--- src/rtl/seg_scan_if.sv ---
// Write port of the display scan sequencer: shadow-buffer writes and the
// commit/pending handshake between the key/control logic and seg_scan_ctrl.
interface seg_scan_if;
  logic       wr_valid;
  logic       wr_ready;
  logic [2:0] wr_addr;
  logic [4:0] wr_data;
  logic       commit;
  logic       commit_pending;

  modport master (
    output wr_valid,
    output wr_addr,
    output wr_data,
    output commit,
    input  wr_ready,
    input  commit_pending
  );

  modport slave (
    input  wr_valid,
    input  wr_addr,
    input  wr_data,
    input  commit,
    output wr_ready,
    output commit_pending
  );
endinterface

--- src/rtl/seg_scan_ctrl.sv ---
// Scan sequencer for a multiplexed 7-segment display: double-buffered digit
// frame, per-digit dwell with an all-off blank gap, swap only at frame edges.
module seg_scan_ctrl #(
  parameter int unsigned F_CLK     = 50_000_000,
  parameter int unsigned F_SCAN    = 1000,
  parameter int unsigned N_DIG     = 8,
  parameter int unsigned BLANK_CYC = 500
) (
  input  logic           clk,
  input  logic           rst_n,
  input  logic           en,
  seg_scan_if.slave      wr,
  output logic [7:0]     cs,
  output logic [4:0]     dig_ctrl,
  output logic           frame_done
);

  localparam int unsigned DWELL = F_CLK / F_SCAN;
  localparam int unsigned TW    = (DWELL > 1) ? $clog2(DWELL) : 1;
  localparam int unsigned PW    = 3;
  localparam int unsigned DW    = 5;
  localparam int unsigned CW    = 8;

  localparam logic [TW-1:0] T_LAST      = TW'(DWELL - 1);
  localparam logic [TW-1:0] T_SHOW_LAST = TW'(DWELL - BLANK_CYC - 1);
  localparam logic [PW-1:0] P_LAST      = PW'(N_DIG - 1);

  typedef enum logic [1:0] {
    IDLE  = 2'd0,
    SHOW  = 2'd1,
    BLANK = 2'd2
  } state_t;

  state_t          state;
  state_t          state_nxt;
  logic [TW-1:0]   timer;
  logic [TW-1:0]   timer_nxt;
  logic [PW-1:0]   ptr;
  logic [PW-1:0]   ptr_nxt;
  logic [PW-1:0]   ptr_step;
  logic [DW-1:0]   shadow [CW];
  logic [DW-1:0]   active [CW];

  logic            pending;
  logic            pending_nxt;
  logic            boundary;
  logic            swap;
  logic            wr_fire;
  logic            addr_ok;
  logic            fd_nxt;

  assign pending = wr.commit_pending;

  // Digit pointer advance with wrap at the last scanned digit.
  always_comb begin
    ptr_step = ptr + PW'(1);
    if (ptr == P_LAST) begin
      ptr_step = '0;
    end
  end

  // Scan walk: dwell timer, digit pointer and show/blank phase.
  always_comb begin
    state_nxt = state;
    timer_nxt = timer;
    ptr_nxt   = ptr;
    if (!en) begin
      state_nxt = IDLE;
      timer_nxt = '0;
      ptr_nxt   = '0;
    end else begin
      case (state)
        IDLE: begin
          state_nxt = SHOW;
          timer_nxt = '0;
          ptr_nxt   = '0;
        end
        SHOW: begin
          if (timer == T_SHOW_LAST) begin
            if (BLANK_CYC == 0) begin
              timer_nxt = '0;
              ptr_nxt   = ptr_step;
            end else begin
              state_nxt = BLANK;
              timer_nxt = timer + TW'(1);
            end
          end else begin
            timer_nxt = timer + TW'(1);
          end
        end
        BLANK: begin
          if (timer == T_LAST) begin
            state_nxt = SHOW;
            timer_nxt = '0;
            ptr_nxt   = ptr_step;
          end else begin
            timer_nxt = timer + TW'(1);
          end
        end
        default: begin
          state_nxt = IDLE;
          timer_nxt = '0;
          ptr_nxt   = '0;
        end
      endcase
    end
  end

  // Frame edge, swap decision and write acceptance; writes are only
  // accepted while no swap is pending, so a swap never races a write.
  always_comb begin
    boundary    = (state != IDLE) && (timer == T_LAST) && (ptr == P_LAST);
    swap        = pending && ((state == IDLE) || boundary);
    wr_fire     = wr.wr_valid && !pending;
    addr_ok     = 32'(wr.wr_addr) < N_DIG;
    pending_nxt = swap ? wr.commit : (pending | wr.commit);
    fd_nxt      = (state_nxt != IDLE) && (timer_nxt == T_LAST) && (ptr_nxt == P_LAST);
  end

  always_ff @(posedge clk) begin
    if (!rst_n) begin
      state             <= IDLE;
      timer             <= '0;
      ptr               <= '0;
      wr.commit_pending <= 1'b0;
      wr.wr_ready       <= 1'b1;
      frame_done        <= 1'b0;
      cs                <= 8'hFF;
      dig_ctrl          <= '0;
      for (int i = 0; i < int'(CW); i++) begin
        shadow[i] <= '0;
        active[i] <= '0;
      end
    end else begin
      state             <= state_nxt;
      timer             <= timer_nxt;
      ptr               <= ptr_nxt;
      wr.commit_pending <= pending_nxt;
      wr.wr_ready       <= !pending_nxt;
      frame_done        <= fd_nxt;

      if (wr_fire && addr_ok) begin
        shadow[wr.wr_addr] <= wr.wr_data;
      end
      if (swap) begin
        for (int i = 0; i < int'(CW); i++) begin
          active[i] <= shadow[i];
        end
      end

      // The first digit after a swap must already show the new frame.
      if (state_nxt == SHOW) begin
        cs       <= ~(CW'(1) << ptr_nxt);
        dig_ctrl <= swap ? shadow[ptr_nxt] : active[ptr_nxt];
      end else begin
        cs       <= 8'hFF;
        dig_ctrl <= '0;
      end
    end
  end

endmodule

--- src/flat_wrapper.sv ---
// flat-port wrapper written by rule: the top's interface ports become plain ports
module seg_scan_ctrl_flat 
#(
  parameter int unsigned F_CLK     = 50_000_000,
  parameter int unsigned F_SCAN    = 1000,
  parameter int unsigned N_DIG     = 8,
  parameter int unsigned BLANK_CYC = 500
)
  (clk, rst_n, en, cs, dig_ctrl, frame_done, wr_wr_valid, wr_wr_addr, wr_wr_data, wr_commit, wr_wr_ready, wr_commit_pending);
  seg_scan_if wr_i ();
  input  logic clk;
  input  logic rst_n;
  input  logic en;
  output logic [7:0] cs;
  output logic [4:0] dig_ctrl;
  output logic frame_done;
  input wire logic [$bits(wr_i.wr_valid)-1:0] wr_wr_valid;
  input wire logic [$bits(wr_i.wr_addr)-1:0] wr_wr_addr;
  input wire logic [$bits(wr_i.wr_data)-1:0] wr_wr_data;
  input wire logic [$bits(wr_i.commit)-1:0] wr_commit;
  output wire logic [$bits(wr_i.wr_ready)-1:0] wr_wr_ready;
  output wire logic [$bits(wr_i.commit_pending)-1:0] wr_commit_pending;
  assign wr_i.wr_valid = wr_wr_valid;
  assign wr_i.wr_addr = wr_wr_addr;
  assign wr_i.wr_data = wr_wr_data;
  assign wr_i.commit = wr_commit;
  assign wr_wr_ready = wr_i.wr_ready;
  assign wr_commit_pending = wr_i.commit_pending;
  seg_scan_ctrl #(.F_CLK(F_CLK), .F_SCAN(F_SCAN), .N_DIG(N_DIG), .BLANK_CYC(BLANK_CYC)) u_core (.clk(clk), .rst_n(rst_n), .en(en), .wr(wr_i), .cs(cs), .dig_ctrl(dig_ctrl), .frame_done(frame_done));
endmodule
--- config.mk ---
export PLATFORM = sky130hd
export DESIGN_NAME = seg_scan_ctrl_flat
export DESIGN_NICKNAME = d
export VERILOG_FILES = /design/src/rtl/seg_scan_if.sv /design/src/rtl/seg_scan_ctrl.sv /design/src/flat_wrapper.sv
export SDC_FILE = /design/constraint.sdc
export NUM_CORES = 1
export LEC_CHECK = 0
export CAP_MARGIN = 30
export CORE_MARGIN = 3
export CORE_UTILIZATION = 40
export CTS_CLUSTER_DIAMETER = 100
export DETAILED_ROUTE_END_ITERATION = 7
export GPL_ROUTABILITY_DRIVEN = 0
export PLACE_DENSITY = 0.56
export SLEW_MARGIN = 25
export SYNTH_ARGS = -nofsm -noshare
export SYNTH_HDL_FRONTEND = slang
export SYNTH_SLANG_ARGS = --single-unit
--- constraint.sdc ---
create_clock -name clk -period 4.6 [get_ports clk]
set_input_delay 0.92 -clock clk [delete_from_list [all_inputs] [get_ports clk]]
set_output_delay 0.92 -clock clk [all_outputs]
set_load 0.02 [all_outputs]
==> reports/metrics.yaml, run 1 <==
syn_inst: 494
numCtsBuffers: 17
final.setup_skew_ns: 0.0112
peakVddDrop_mv: 0.252
crit_chain: "clkdlybuf4s50_1 -> and2_1 -> nand3_1 -> o22ai_4 -> buf_4 -> mux2i_1 -> mux2i_1 -> mux2i_1 -> o32ai_2"
drtIter0Drc: 271
synth_common_cells: "and2_1, edfxtp_1, mux2i_1, nor2_1, dfxtp_1"
slew_headroom: 0.409
drv_slew: 0
post-route-drc-count: 0
post-synth-top-area-cell: "edfxtp_1"
synth_area_mm2: 0.00574
start_util: 0.412
synth-async-reset-ratio: 0
holdWs_ns: 0.468
grt_max_degree: 41
critPathKind: "in2reg"
die_h_um: 126
vias_per_cell: 5.12
crit_top_cell: "mux2i_1"
critPathArrivalTime_ns: 3.37
final_layout_size_suffix_gt1_frac: 0.112
cts_max_path_buffers: 2
utilization: 0.484
hp-class: "reg2reg"
clkSinkCount: 117
area_growth_pct: 17.5
cp_slowest_cell: "clkdlybuf4s50_1"
synth-seq-area-share: 0.547
firstDrtPassIters: 5
post_cts_buffers: 0
io_pins: 29
path_max_fanout: 18
antenna_found_initial: 0
synth_area_leaders: "edfxtp_1, dfxtp_1, mux2i_1"
yosys_warnings: 0
grt_overflow_total: 0
rsz0062_at_grt: "no"
fin_crit_sh: 0.671
wirelength_mm: 12.2
final-setup-viol-count: 0
cts.repair.resized: 0
cts_max_level: 4
tightest_slew_ns: 0.885
syn_nets: 514
fmax_ghz: 0.324
endpoint_kind: "flop"
clkTransAtPathRegs_ns: 0.05
startpoint_type: "input port"
fp.dieW_um: 126
yosysUniqueCellTypes: 56
slowest_delay_ns: 0.48
synth_top_area_frac: 0.418
r2r_slack_ns: 1.59
period_minus_slack_ns: 3.09
status: "completed"
ant_nets: 0
hold_buffers: 0
cap_violations: 0
synth_seq_cells: 117
tns_ns: 0
required_ns: 4.88
fin_nets: 542
synth_top_flop_cell: "edfxtp_1"
power.density_mw_per_mm2: 382
fp-row-count: 43
grt_pass1_wl_mm: 19.5
p_leak_nw: 2.35
dpl.hpwl_mm: 8.65
dieArea_mm2: 0.0158
track_usage: 0.160
grt_pass1_vias: 3656
vias: 3667
io_buffers: 28
root_buffer: "clkbuf_16"
routedWlPerCell_um: 17.0
insertion_delay_ns: 0.42
core_mm2: 0.0139
yosysMostFrequentCell: "and2_1"
cts_tree: "built"
hold_violations: 0
synth-edff-count: 80
syn_area_per_cell_um2: 11.6
-- layout by cell type (no fill, tap or decap), types with 2 or more instances in the layout --
master,count
a21o_1,4
a21oi_1,8
and2_1,84
and3_1,7
and4_4,2
and4b_1,2
and4bb_2,2
buf_4,9
bufinv_16,2
clkbuf_16,17
clkdlybuf4s50_1,28
clkinv_2,3
clkinv_4,3
clkinvlp_4,2
dfxtp_1,37
edfxtp_1,80
ha_1,7
inv_1,7
inv_6,4
mux2i_1,58
nand2_1,22
nand2b_1,6
nand3_1,13
nand3b_1,3
nand4_1,8
nor2_1,39
nor2_2,3
nor2b_1,2
nor3_1,7
nor4_1,3
o2111ai_1,2
o21a_1,3
o21ai_0,12
o22ai_1,4
o2bb2ai_1,3
or3_1,2
xnor2_1,7
xor2_1,7
-- path summary, 6_finish.rpt --
path | startpoint | endpoint | cells past startpoint
setup / recovery | en | u_core.dig_ctrl[0] | 9
setup reg to reg | u_core.timer[0] | u_core.dig_ctrl[4] | 9
hold reg to reg | u_core.timer[0] | u_core.timer[0] | 1
hold / removal | u_core.timer[0] | u_core.timer[0] | 1
-- stage by stage --
stage | worst slack (ns) | total power [mW] | instance area (µm²) | std cells
floorplan | 1.85 | 1.26 | 5740 | 494
global placement | 1.20 | 1.31 | 6160 | 683
detailed placement | 1.11 | 1.31 | 6160 | 683
finish | 1.51 | 2.57 | 6750 | 716
global route | 1.32 | 2.67 | 6740 | 715
CTS | 1.52 | 2.61 | 6740 | 715
-- critical path: cells and delay by family --
kind,cells,cell delay [ns]
multiplexers,3,0.54
AO/OA/AOI/OAI,2,0.56
AND/OR/NAND/NOR,2,0.44
buffers and inverters,2,0.88
-- cells by family (layout without fill, tap and decap cells) --
| family | after synthesis | count (layout) | synth area share |
|---|---|---|---|
| buf+inv | 35 | 76 | 0.0323 |
| compound gates | 50 | 50 | 0.0676 |
| xor+xnor | 14 | 14 | 0.0214 |
| simple gates | 213 | 213 | 0.215 |
| mux | 58 | 58 | 0.101 |
| flops | 117 | 117 | 0.547 |
| fa+ha+maj | 7 | 7 | 0.0153 |
| other cells | 0 | 1 | 0 |
-- sequential cells by signal (all words and copies together), names as in the netlist --
signal	count
u_core.active	40
u_core.cs	8
u_core.dig_ctrl	5
u_core.frame_done	1
u_core.ptr	3
u_core.shadow	40
u_core.state	2
u_core.timer	16
u_core.wr.commit_pending	1
u_core.wr.wr_ready	1
-- per-layer routing --
layer | wire (µm) | up-vias | track usage
li1 | - | 1839 | -
met1 | 5680 | 1762 | 0.207
met2 | 5840 | 55 | 0.257
met3 | 524 | 11 | 0.0530
met4 | 126 | 0 | 0.0473
met5 | 0 | - | 0
-- where the power goes --
part / leakage (nW) / switching [mW] / total, mW / internal (mW)
registers: 1.15 / 0.0190 / 1.18 / 1.17
logic: 0.915 / 0.0658 / 0.106 / 0.0405
clock network: 0.281 / 0.483 / 1.28 / 0.801
-- area by class of cell --
class | count | area, µm²
clock buffer | 18 | 429
antenna | 1 | 2.50
fill | 1260 | 7190
multi-input combinational | 342 | 2420
timing repair buffer | 37 | 348
tap | 180 | 225
clock inverter | 14 | 151
sequential | 117 | 3140
inverter | 7 | 26.3
(Power assumes the default switching activity.)
==> run 2: changes to the inputs <==
- PLACE_DENSITY: 0.56 -> 0.58
- clock period: 4.6 -> 2.65 ns (I/O delays scaled with it)
==> run 2 against run 1 <==
Against the previous run: clock-buffer cell count increased by 1; hold slack gained 0.012 ns; clock skew increased by 0.0018 ns; clock power grew 71%; largest power group unchanged; highest routed layer unchanged.
==> reports/metrics.yaml, run 2 (synthesis gave the netlist of run 1 again) <==
r2r_end: "u_core.dig_ctrl[1]"
slew_headroom: 0.723
grt_pass1_vias: 3889
io_pins: 29
cts_tree: "built"
vias_per_cell: 5.27
path_max_fanout: 28
final_cell_mix: "and2_1, edfxtp_1, mux2i_1"
hold_violations: 0
rsz0062_at_grt: "no"
root_buffer: "clkbuf_16"
numCtsBuffers: 17
area_growth_pct: 21.0
fmax_ghz: 0.401
post_cts_buffers: 0
io_buffers: 28
dpl.hpwl_mm: 8.77
critPathArrivalTime_ns: 2.83
hold_buffers: 0
tns_ns: 0
start_util: 0.412
endpoint: "u_core.dig_ctrl[1]"
fp.dieW_um: 126
ant_nets: 0
ff2ff_path_depth: 9
required_ns: 2.99
period_minus_slack_ns: 2.49
track_usage: 0.164
dieArea_mm2: 0.0158
r2r_slack_ns: 0.16
peakVddDrop_mv: 0.461
fin_nets: 561
worstReg2RegStart: "u_core.timer[0]"
n_antenna_cell: 0
antenna_found_initial: 0
drv_slew: 0
final_layout_size_suffix_gt1_frac: 0.141
cts_max_path_buffers: 2
die_h_um: 126
drtIter0Drc: 285
post-route-drc-count: 0
cts.repair.resized: 0
fin_crit_sh: 0.941
status: "completed"
power.density_mw_per_mm2: 642
routedWlPerCell_um: 17.2
grt_pass1_wl_mm: 20.0
grt_max_degree: 41
critPathKind: "reg2reg"
cap_violations: 0
core_mm2: 0.0139
final_common_cell: "and2_1"
clkTransAtPathRegs_ns: 0.05
tightest_slew_ns: 0.415
pre_cts_ws_ns: 0.000191
vias: 3865
final-setup-viol-count: 0
worst_slack_ns: 0.156
endpoint_kind: "flop"
cts_max_level: 4
grt_overflow_total: 0
fp-row-count: 43
biggestRegsByFlops: "u_core.active x40, u_core.shadow x40, u_core.timer x16"
clkSinkCount: 117
startpoint_type: "flop"
firstDrtPassIters: 4
hp-class: "reg2reg"
wirelength_mm: 12.6
crit_start: "u_core.timer[0]"
p_leak_nw: 2.43
final.setup_skew_ns: 0.0129
insertion_delay_ns: 0.41
run 2: cell count changes in the layout (fill, tap and decap cells not counted), moves of 2 or more:
cell	delta
inv_6	-3
buf_4	+13
clkinvlp_4	+4
buf_12	+6
clkinv_4	-2
run 2: stage by stage:
| stage | util | std cells | cell area [µm²] | hold slack [ns] | power (mW) |
|---|---|---|---|---|---|
| final | 0.499 | 733 | 6950 | 0.480 | 4.46 |
| after global routing | 0.499 | 733 | 6950 | 0.516 | 4.61 |
| after CTS | 0.499 | 733 | 6950 | 0.491 | 4.51 |
| after detailed placement | 0.458 | 702 | 6380 | 0.460 | 2.31 |
| after global placement | 0.458 | 702 | 6380 | 0.444 | 2.30 |
| after floorplan | - | 494 | 5740 | 0.430 | 2.19 |
run 2: worst min path at each step:
stage,endpoint,cells after the start,startpoint
after CTS,u_core.timer[0],1,u_core.timer[0]
after detailed placement,u_core.timer[0],1,u_core.timer[0]
final,u_core.timer[0],1,u_core.timer[0]
after floorplan,u_core.timer[0],1,u_core.timer[0]
after global placement,u_core.timer[0],1,u_core.timer[0]
after global routing,u_core.timer[0],1,u_core.timer[0]
run 2: where the power goes:
part | internal, mW | switching (mW) | total, mW
Combinational | 0.0921 | 0.120 | 0.212
Clock | 1.38 | 0.817 | 2.19
Sequential | 2.02 | 0.0339 | 2.06
Total | 3.49 | 0.971 | 4.46
run 2: layout make-up:
cell class              count  area (µm²)
multi-input cells         342        2420
clock inverters            12         133
fillers                  1272        6990
well taps                 180         225
flip-flops and latches    117        3140
inverters                   7        26.3
clock buffers              19         433
repair buffers             56         566
run 2: metal layers:
metal  track usage  wire, µm  vias to the layer above
met3        0.0530       497                       12
li1              -         -                     1872
met1         0.200      5720                     1900
met4        0.0454       159                        0
met5             0         0                        -
met2         0.280      6210                       81
run 2: critical path, stage by stage (launching register included):
cell and delay [ns]:
dfxtp_1 0.37, ha_1 0.25, and3_1 0.36, and4_4 0.32
a221oi_2 0.10, nor2_2 0.17, buf_12 0.23, mux2i_1 0.33
mux2i_1 0.13, o2bb2ai_1 0.15
==> RTL change 1: new RTL, config.mk and constraints of run 2 <==
Reset style: asynchronous (`rst_n`), changed in one clocked block.
--- a/src/rtl/seg_scan_ctrl.sv
+++ b/src/rtl/seg_scan_ctrl.sv
@@ -118,5 +118,5 @@
   end
 
-  always_ff @(posedge clk) begin
+  always_ff @(posedge clk or negedge rst_n) begin
     if (!rst_n) begin
       state             <= IDLE;
Function: differs if rst_n is asserted again (counterexample within 4 cycles, from zero or initial values and one cycle with rst_n low); with rst_n held inactive, the same outputs for 10 cycles.
==> RTL change 1 against run 2 <==
  * Sequential cell count is the same
  * Setup slack lost 0.15 ns
  * Final cell count grew 3.7%
  * Wire length grew 11%
  * Sequential share of layout area shrank 4.9 points
  * First-iteration DRC count grew 18%
  * Synthesized area shrank 0.15%
  * Synthesized cell count shrank 0.20%
  * Design area grew 4.8%
  * Critical endpoint is now u_core.dig_ctrl[2]$_DFF_PN0_
Power is not compared: it rests on default switching activity, and its combinational part moved more than twofold at a synthesized area within 25%.
==> RTL change 1: results <==
{
  "postSynthAreaPerCell_um2": 11.6,
  "cp_max_fo": 6,
  "detailroute.wirelength.met2_mm": 6.59,
  "syn-num-nets": 513,
  "fin_crit_ns": 2.64,
  "met3_usage_pct": 4.96,
  "synth_xor_area_share_pct": 2.44,
  "status": "finished clean",
  "crit_end": "u_core.dig_ctrl[2]$_DFF_PN0_",
  "synth_compound_area_share_pct": 8.88,
  "use_met1_pct": 25.6,
  "wl_per_cell_um": 18.4,
  "dr_wl_met3_um": 570,
  "worst_ep_arrival_time_ns": 2.91,
  "ff2ff_setup_slack_ns": 0.01,
  "hp-class": "in2async",
  "muxShareOfSynthArea_pct": 19.4,
  "pre_cts_slack_ns": -0.0323,
  "insertedDiodeCount": 0,
  "grt_max_degree": 52,
  "use_met2_pct": 27.9,
  "netlist_top_cells_area": "dfrtp_1 47%, mux2_2 15%, dfstp_2 4.1%",
  "nets": 587,
  "power_frac_comb_pct": 16.1,
  "placed_area_mm2": 0.00658,
  "grt_pass1_vias": 4265,
  "synth_top_family_by_area": "multiplexers",
  "track_usage_pct": 18.3,
  "drt-initial-drc-count": 336,
  "via_per_inst": 5.48,
  "fin_skew_ns": 0.00801,
  "ys_types": 58,
  "worstSetupStartpoint": "u_core.timer[12]$_DFF_PN0_",
  "synth_seq_area_share_pct": 51.3,
  "async_flop_share_pct": 100,
  "finalNonFillerCells": 760,
  "hold_ws_ns": 0.140,
  "reg2reg_depth": 10,
  "synth_top_area_share_pct": 47.1,
  "drt-met1-wl_mm": 6.62,
  "placed_cells_incl_taps": 727,
  "netlist_top_cells_count": "108 x dfrtp_1, 77 x mux2_2, 31 x nor2_1"
}
[RTL change 1: cell type report]
| type | count | area (um2) |
|---|---|---|
| well taps | 180 | 225 |
| clock buffers | 20 | 447 |
| clock inverters | 12 | 178 |
| repair buffers | 80 | 746 |
| multi-input cells | 335 | 2690 |
| inverters | 16 | 60.1 |
| flip-flops and latches | 117 | 2940 |
| fillers | 1193 | 6650 |
[RTL change 1: repair_timing]
item / CTS / global route
buffers inserted: 0 / 1
setup endpoints to repair: 2 / 7
resized for setup: 3 / 13
gates cloned: 0 / 0
pin swaps: 0 / 3
[RTL change 1: critical path, stage by stage (launching register included)]
cell and delay (ns):
dfrtp_1 0.38, or4bb_4 0.56, nor4_4 0.27, buf_6 0.17
mux2i_2 0.23, buf_6 0.18, buf_12 0.13, mux2i_2 0.22
a2111oi_2 0.10, a31oi_1 0.15, o32ai_1 0.10
==> RTL change 2: new RTL, settings of run 2 <==
Made on the original files. `F_CLK` is set to 50_000_000 in 2 places; all go to 100_000_000.
--- a/src/rtl/seg_scan_ctrl.sv
+++ b/src/rtl/seg_scan_ctrl.sv
@@ -2,5 +2,5 @@
 // frame, per-digit dwell with an all-off blank gap, swap only at frame edges.
 module seg_scan_ctrl #(
-  parameter int unsigned F_CLK     = 50_000_000,
+  parameter int unsigned F_CLK     = 100_000_000,
   parameter int unsigned F_SCAN    = 1000,
   parameter int unsigned N_DIG     = 8,
--- a/src/flat_wrapper.sv
+++ b/src/flat_wrapper.sv
@@ -2,5 +2,5 @@
 module seg_scan_ctrl_flat 
 #(
-  parameter int unsigned F_CLK     = 50_000_000,
+  parameter int unsigned F_CLK     = 100_000_000,
   parameter int unsigned F_SCAN    = 1000,
   parameter int unsigned N_DIG     = 8,
Check against the original RTL: no difference found for any inputs over 10 cycles, from zero or initial values and one cycle with rst_n low; that may be too few to reach the edited logic, so the function may still have changed.
==> RTL change 2 against run 2 <==
  * Hold slack improved by 0.062 ns
  * Design area increased by 0.90%
  * Non-clock buffer count increased by 22
  * Wire length increased by 10%
  * Total power is 0.29% lower
  * Sequential cell count increased by 1
  * Largest power group unchanged
  * Clock skew down 0.0045 ns
  * Setup slack worse by 0.085 ns
  * Via count is 6.5% higher
  * Global-route usage rose by 1.8 points
  * Die area fell by 2.3%
  * Synthesized area decreased by 2.5%
==> RTL change 2: results <==
{
  "status": "finished clean",
  "first_pass_iters": 5,
  "reg2reg_depth": 10,
  "fin_skew_ns": 0.00847,
  "vias": 4115,
  "worstSetupStartpoint": "u_core.timer[8]$_SDFF_PN0_",
  "ys.flop_type": "edfxtp_1",
  "muxShareOfSynthArea_pct": 3.91,
  "netlist_top_cells_count": "80 x edfxtp_1, 53 x and2_1, 39 x nand2_1",
  "clockBufferDepth": 2,
  "clk_pin_slew_worst_paths_ns": 0.05,
  "synth_compound_area_share_pct": 9.90,
  "ys_types": 64,
  "grt_max_degree": 49,
  "cts-root-buf": "clkbuf_16",
  "reg_top3": "u_core.active x40, u_core.shadow x40, u_core.timer x17",
  "drive_above_1_share_pct": 19.7,
  "vdd_drop_max_v": 0.000467,
  "worst_ep_arrival_time_ns": 2.86,
  "h-tree-depth": 4,
  "postRouteWirelength_mm": 13.9,
  "placed_area_mm2": 0.00636,
  "fill_cells": 1212,
  "synth_seq_area_share_pct": 56.5,
  "hp-class": "reg2reg",
  "overflow": 0,
  "maxSlewHeadroom_pct": 71.0,
  "syn-num-nets": 528,
  "drc_errors": 0,
  "antenna_found_initial": 0,
  "ff2ff_setup_slack_ns": 0.07,
  "drt-initial-drc-count": 282,
  "crit_end": "u_core.dig_ctrl[2]$_SDFF_PN0_",
  "insertedDiodeCount": 0,
  "async_flop_share_pct": 0,
  "netlist_top_cells_area": "edfxtp_1 43%, dfxtp_1 14%, and2_1 5.9%",
  "synth-edff-count": 80,
  "numPortBuffers": 28,
  "synth_xor_area_share_pct": 2.50,
  "yosysWarnings": 0,
  "slew_viol_final": 0,
  "clkLatencyLatePin_ns": 0.42,
  "nets": 597,
  "post_synth_fa_ha_maj_area_fraction_pct": 1.56,
  "hpwl_mm": 9.77,
  "cts_buffers": 17,
  "grt_pass1_wl_mm": 21.9,
  "track_usage_pct": 18.1,
  "cp_max_fo": 4,
  "p_leak_nw": 2.79,
  "stdcell_area_mm2": 0.00701
}
[RTL change 2: power breakdown]
part	switching, W	total [W]	internal [W]
Clock	0.000804	0.00217	0.00136
Sequential	0.0000323	0.00207	0.00204
Combinational	0.000125	0.000213	0.0000873
[RTL change 2: worst min path at each step]
stage | from | endpoint | slack, ns | cells past startpoint
after CTS | u_core.timer[0]$_SDFF_PN0_ | u_core.timer[0]$_SDFF_PN0_ | 0.54 | 2
after floorplan | u_core.timer[0]$_SDFF_PN0_ | u_core.timer[0]$_SDFF_PN0_ | 0.44 | 1
after detailed placement | u_core.timer[0]$_SDFF_PN0_ | u_core.timer[0]$_SDFF_PN0_ | 0.53 | 2
final | u_core.timer[0]$_SDFF_PN0_ | u_core.timer[0]$_SDFF_PN0_ | 0.54 | 2
after global routing | u_core.shadow[7][4]$_SDFFCE_PN0P_ | u_core.active[7][4]$_SDFFCE_PN0P_ | 0.56 | 1
after global placement | u_core.timer[15]$_SDFF_PN0_ | u_core.timer[15]$_SDFF_PN0_ | 0.52 | 2
[RTL change 2: cell families (layout without fill, tap and decap cells)]
kind of cell | Yosys count | after routing
xor gates and xnor gates | 16 | 16
adders and majority gates | 7 | 7
muxes | 20 | 20
AOI/OAI and AO/OA | 80 | 80
and+or+nand+nor | 229 | 229
buffers and inverters | 38 | 120
DFF | 118 | 118
[RTL change 2: layout make-up]
| class | count | share of cell area [%] |
|---|---|---|
| clock buffers | 17 | 6.07 |
| clock inverters | 15 | 1.98 |
| inverters | 10 | 0.535 |
| flip-flops and latches | 118 | 45.2 |
| well taps | 176 | 3.14 |
| repair buffers | 78 | 9.76 |
| multi-input cells | 352 | 33.4 |
[RTL change 2: critical path, cell delays in order (launching register included)]
cell	delay, ns
dfxtp_1	0.37
and4bb_2	0.30
and3_1	0.23
buf_4	0.16
a41oi_1	0.37
a21oi_1	0.18
buf_4	0.18
a41o_1	0.20
a221o_1	0.28
o211ai_1	0.10
a21oi_1	0.08
[RTL change 2: timing repair]
action,in CTS,in global routing
endpoints found under the setup margin,2,12
pin swaps,1,3
resized for setup,2,18
buffers inserted,0,1
gates cloned,0,0
hold buffers,0,0
[RTL change 2: metrics by stage]
step / power (W) / setup WS (ns) / hold WS [ns] / instances
2_1_floorplan: 0.00220 / 0.180 / 0.436 / 508
4_1_cts: 0.00449 / 0.00380 / 0.536 / 765
6_report: 0.00445 / 0.0709 / 0.543 / 766
5_1_grt: 0.00460 / 0.0171 / 0.564 / 766
3_5_place_dp: 0.00231 / -0.0480 / 0.525 / 733
3_3_place_gp: 0.00231 / -0.0110 / 0.516 / 733
[RTL change 2: layer usage]
layer  up-vias  track usage (%)  part of all wire (%)
li1       1995                -                     -
met1      1967             25.5                    47
met2       134             26.8                    45
met3        19             5.02                   6.2
met4         0             6.71                   1.7
met5         -                0                     0
